**src/rtl/pix_pkg.sv**
```systemverilog
// Shared pixel-memory types and defaults.
// The FIFO entry pairs a 4:4:4 pixel with its start-of-frame marker.
package pix_pkg;

    localparam int PIX_W     = 12;
    localparam int FRAME_PIX = 307200;
    localparam int ADDR_W    = 19;

    typedef struct packed {
        logic             sof;
        logic [PIX_W-1:0] data;
    } pix_entry_t;

    localparam int ENTRY_W = $bits(pix_entry_t);

endpackage

```
**src/rtl/pix_wr_fifo.sv**
```systemverilog
// Synchronous first-word-fall-through FIFO for writer pixels.
// Head entry is always visible on dout while not empty.
module pix_wr_fifo #(
    parameter int W     = 13,
    parameter int DEPTH = 16
) (
    input  logic         clk,
    input  logic         rstn,
    input  logic         push,
    input  logic         pop,
    input  logic [W-1:0] din,
    output logic [W-1:0] dout,
    output logic         full,
    output logic         empty
);

    localparam int AW = $clog2(DEPTH);

    logic [W-1:0]  mem [DEPTH];
    logic [AW-1:0] wp;
    logic [AW-1:0] rp;
    logic [AW:0]   cnt;
    logic          do_push;
    logic          do_pop;

    assign full    = (cnt == (AW+1)'(DEPTH));
    assign empty   = (cnt == '0);
    assign do_push = push && !full;
    assign do_pop  = pop && !empty;
    assign dout    = mem[rp];

    always_ff @(posedge clk or negedge rstn) begin
        if (!rstn) begin
            wp  <= '0;
            rp  <= '0;
            cnt <= '0;
        end else begin
            if (do_push) wp <= wp + 1'b1;
            if (do_pop)  rp <= rp + 1'b1;
            // simultaneous push and pop leaves occupancy unchanged
            if (do_push && !do_pop)
                cnt <= cnt + 1'b1;
            else if (do_pop && !do_push)
                cnt <= cnt - 1'b1;
        end
    end

    always_ff @(posedge clk) begin
        if (do_push) mem[wp] <= din;
    end

endmodule

```
**src/rtl/pix_mem_arb.sv**
```systemverilog
// Single-port pixel memory arbiter: display reads win every cycle,
// buffered writer pixels drain through the FIFO when the port is free.
module pix_mem_arb #(
    parameter int ADDR_W     = 19,
    parameter int FRAME_PIX  = 307200,
    parameter int FIFO_DEPTH = 16
) (
    input  logic              clk,
    input  logic              rstn,
    input  logic              sync_vsync,
    input  logic              rd_req,
    output logic [11:0]       rd_data,
    input  logic              wr_valid,
    output logic              wr_ready,
    input  logic [11:0]       wr_data,
    input  logic              wr_sof,
    output logic              mem_en,
    output logic              mem_we,
    output logic [ADDR_W-1:0] mem_addr,
    output logic [11:0]       mem_wdata,
    input  logic [11:0]       mem_rdata,
    output logic              fifo_full_seen
);

    import pix_pkg::*;

    localparam logic [ADDR_W-1:0] LAST = ADDR_W'(FRAME_PIX - 1);

    pix_entry_t        din;
    pix_entry_t        head;
    logic              full;
    logic              empty;
    logic              pop;
    logic [ADDR_W-1:0] rd_addr;
    logic [ADDR_W-1:0] wr_addr;
    logic [ADDR_W-1:0] rd_cur;
    logic [ADDR_W-1:0] wr_cur;

    function automatic logic [ADDR_W-1:0] nxt(input logic [ADDR_W-1:0] a);
        return (a == LAST) ? '0 : a + 1'b1;
    endfunction

    assign din      = '{sof: wr_sof, data: wr_data};
    assign wr_ready = !full;
    assign rd_data  = mem_rdata;
    assign pop      = !rd_req && !empty;
    assign rd_cur   = sync_vsync ? '0 : rd_addr;
    assign wr_cur   = head.sof ? '0 : wr_addr;

    pix_wr_fifo #(
        .W     (ENTRY_W),
        .DEPTH (FIFO_DEPTH)
    ) u_fifo (
        .clk   (clk),
        .rstn  (rstn),
        .push  (wr_valid),
        .pop   (pop),
        .din   (din),
        .dout  (head),
        .full  (full),
        .empty (empty)
    );

    // port stays quiet while reset is asserted, even if rd_req is high
    always_comb begin
        mem_en    = 1'b0;
        mem_we    = 1'b0;
        mem_addr  = '0;
        mem_wdata = '0;
        if (rstn) begin
            if (rd_req) begin
                mem_en   = 1'b1;
                mem_addr = rd_cur;
            end else if (!empty) begin
                mem_en    = 1'b1;
                mem_we    = 1'b1;
                mem_addr  = wr_cur;
                mem_wdata = head.data;
            end
        end
    end

    always_ff @(posedge clk or negedge rstn) begin
        if (!rstn) begin
            rd_addr        <= '0;
            wr_addr        <= '0;
            fifo_full_seen <= 1'b0;
        end else begin
            if (rd_req)
                rd_addr <= nxt(rd_cur);
            else if (sync_vsync)
                rd_addr <= '0;
            if (pop)
                wr_addr <= nxt(wr_cur);
            if (full)
                fifo_full_seen <= 1'b1;
            else if (sync_vsync)
                fifo_full_seen <= 1'b0;
        end
    end

endmodule

```
**config.mk**
```make
export PLATFORM = sky130hd
export DESIGN_NAME = pix_mem_arb
export DESIGN_NICKNAME = d
export VERILOG_FILES = /design/src/rtl/pix_pkg.sv /design/src/rtl/pix_wr_fifo.sv /design/src/rtl/pix_mem_arb.sv
export SDC_FILE = /design/constraint.sdc
export NUM_CORES = 1
export LEC_CHECK = 0
export ABC_AREA = 1
export CAP_MARGIN = 20
export CORE_MARGIN = 3
export CORE_UTILIZATION = 25
export DETAILED_ROUTE_END_ITERATION = 8
export HOLD_SLACK_MARGIN = 0.05
export SYNTH_ARGS = -nofsm -noshare
export SYNTH_HDL_FRONTEND = slang
export SYNTH_SLANG_ARGS = --single-unit
```
**constraint.sdc**
```tcl
create_clock -name clk -period 4.2 [get_ports clk]
set_input_delay 0.84 -clock clk [delete_from_list [all_inputs] [get_ports clk]]
set_output_delay 0.84 -clock clk [all_outputs]
set_load 0.02 [all_outputs]
```
==> results.toml <==
[setup_path]
rr_startpoint = "u_fifo.cnt[1]"
critPathTopFamily = "buffers and inverters"
reg2reg_slack_ns = 0.93
crit_start = "rd_req"
crit_type = "input port to output port"
end_kind = "output port"
critical_path_required_ns = 3.36
start_kind = "input port"
path_buf_inv = 4
crit_slowest_cell = "clkdlybuf4s50_1"
slowest_delay_ns = 0.64
critPathArrivalTime_ns = 3.21
cp_max_fo = 13
reg2reg_depth = 13
crit_chain = "clkdlybuf4s50_1 -> inv_1 -> nand2_1 -> nor2_1 -> buf_4 -> nand2_1 -> a31oi_1 -> clkdlybuf4s50_1"
timing.rr.end = "u_fifo.cnt[4]"

[clock_tree]
cts-buffers-inserted = 26
cts-resized-gates = 0
clock_latency_ns = 0.57
htree_levels = 1
post_cts_buffers = 0
root_buffer = "clkbuf_16"
cts_tree = "yes"
clock_sinks = 260
cts_buffer_depth = 3
path_clk_slew_ns = 0.06
ctsHoldBuffers = 0

[synthesis]
post-synth-top-count-cell = "edfxtp_1"
synthCells = 1101
ys_ff_latch = 260
synth_area_leader_cell = "edfxtp_1"
synth_area_leaders = "edfxtp_1, dfrtp_1, o21ai_0"
ys_seq_area_share_pct = 64.1
synth_edf_count = 208
synth_area_mm2 = 0.0118
synth_cell_types = 43
synth_top_area_share_pct = 53.1
ys_top_cells_by_count = "edfxtp_1, nor2_1, nand2_1"
ys.flop_type = "edfxtp_1"
async_reset_ff_share_pct = 20.0
avgSynthCellArea_um2 = 10.7
synth_fp_nets = 1143
synth_warnings = 0

[power]
p_leak_nw = 4.85
power_mw = 8.29
ir_worst_vdd_mv = 0.361
power_density_mw_per_mm2 = 598

[floorplan]
coreArea_mm2 = 0.0460
fp.dieH_um = 223
die_w_um = 223
initial_utilization_pct = 25.6
row_count = 78
die_area_mm2 = 0.0497
io_pins = 77

[timing]
finalSetupTns_ns = 0
skew_ns = 0.0360
period_share_pct = 96.5
finalHoldViolCount = 0
max_slew.worst_pin.slew_ns = 0.686
relSlewSlack_pct = 54.3
fin_crit_ns = 4.05
fmax_mhz = 247
rsz0062_at_grt = "false"
fin_ws_ns = 0.149
whs_ns = 0.491
finalSetupViolations = 0
final_max_slew_viol_count = 0

[global_route]
grt_pass1_wl_um = 46000
gr-total-overflow = 0
antenna_found_initial = 0
grt_pass1_vias = 7823
grt_max_degree = 107
gr-usage-all-layers_pct = 11.6

[job]
maxCapViolCount = 0

[drt]
drtAntennaViolNets = 0
wl_per_cell_um = 17.0
viasPerCell = 4.70
dr_total_vias = 8316
first_pass_iters = 5
routed_wirelength_um = 30100
first_iter_violations = 827
drcViolationCount = 0

[layout]
drive_above_1_share_pct = 8.90
diodes = 0
instances_no_fill = 1769
num-nets-final = 1191
finish.utilization_pct = 30.2
design_area_mm2 = 0.0139
syn2layout_area_growth_pct = 17.8

[outcome]
status = "complete, no violations"

[place]
dp_hpwl_um = 18400
placed_cell_area_mm2 = 0.0130
post-place-ws_ns = 0.223
place.gp.congestion = 0.888
dpl.cell_count = 1720
numPortBuffers = 52

[min_path]
min_path_type = "input port to async pin"
==> state kept, by name, indices dropped and copies added (netlist names) <==
name and count:
wr_addr 19, u_fifo.mem 208, u_fifo.rp 4, u_fifo.cnt 5, fifo_full_seen 1, u_fifo.wp 4, rd_addr 19
==> worst max-delay path by stage <==
stage               depth (start not counted)  slack (ns)       endpoint
CTS                                        10        0.13    mem_addr[1]
global placement                            8        0.27   mem_wdata[0]
detailed placement                          8        0.22   mem_wdata[0]
finish                                      8        0.15  mem_wdata[10]
floorplan                                   6        1.11   mem_wdata[1]
global route                                9       0.007   mem_wdata[9]
==> layout make-up <==
type / instances / area [um2]
clock buffers: 34 / 722
clock inverters: 14 / 143
fillers: 4693 / 32100
inverters: 91 / 349
multi-input cells: 687 / 3540
flip-flops and latches: 260 / 7550
well taps: 600 / 751
repair buffers: 83 / 806
==> worst reg2reg max path: stages (launching register included) <==
cell      delay (ns)
dfrtp_1         0.42
nor4_1          0.62
nand2_1         0.29
nand2_1         0.22
clkinv_1        0.23
ha_1            0.28
inv_1           0.14
ha_1            0.29
a21o_1          0.19
a21oi_1         0.17
nand2_1         0.07
nand2_1         0.06
nor2_1          0.04
xor2_1          0.13
==> cells in the final DEF (no fill, tap or decap), drive strengths merged, types with 3 or more instances in the layout <==
cell type      synthesis  routed
nand2                157     157
xor2                  16      16
nor3                  11      11
dfrtp                 52      52
xnor2                  3       3
a211oi                 3       3
inv                   90      90
o221ai                20      20
clkdlybuf4s50          0      51
nor2                 176     176
clkbuf                37      35
edfxtp               208     208
a21oi                 25      25
o21ai                144     144
ha                    11      11
a31oi                  6       6
nand3                 44      44
nand4                 11      11
clkinv                 1      11
nor4                   4       4
o22ai                 43      43
buf                   26      31
nand3b                 3       3
or2                    3       3
==> kinds of logic (layout without fill, tap and decap cells) <==
logic type	Yosys count	count (layout)	synth area share, %
AOI/OAI and AO/OA	246	246	11.8
xor gates and xnor gates	19	19	1.41
adders and majority gates	12	12	1.34
buffers and inverters	154	222	5.78
DFF	260	260	64.1
and+or+nand+nor	410	410	15.5
==> power breakdown <==
part	internal [mW]	leakage (nW)	switching [mW]
Sequential	3.08	2.57	0.138
Clock	1.34	0.414	0.994
Combinational	0.831	1.87	1.91
Total	5.25	4.85	3.04
==> metal layers <==
metal  vias up  wire length (um)  track usage (%)
met3        46              2040             2.29
li1       3943                 -                -
met2       279             13700             18.5
met4         0               705             2.93
met5         -                 0                0
met1      4048             13700             16.4
No activity file was read; power rests on OpenSTA's default activity.
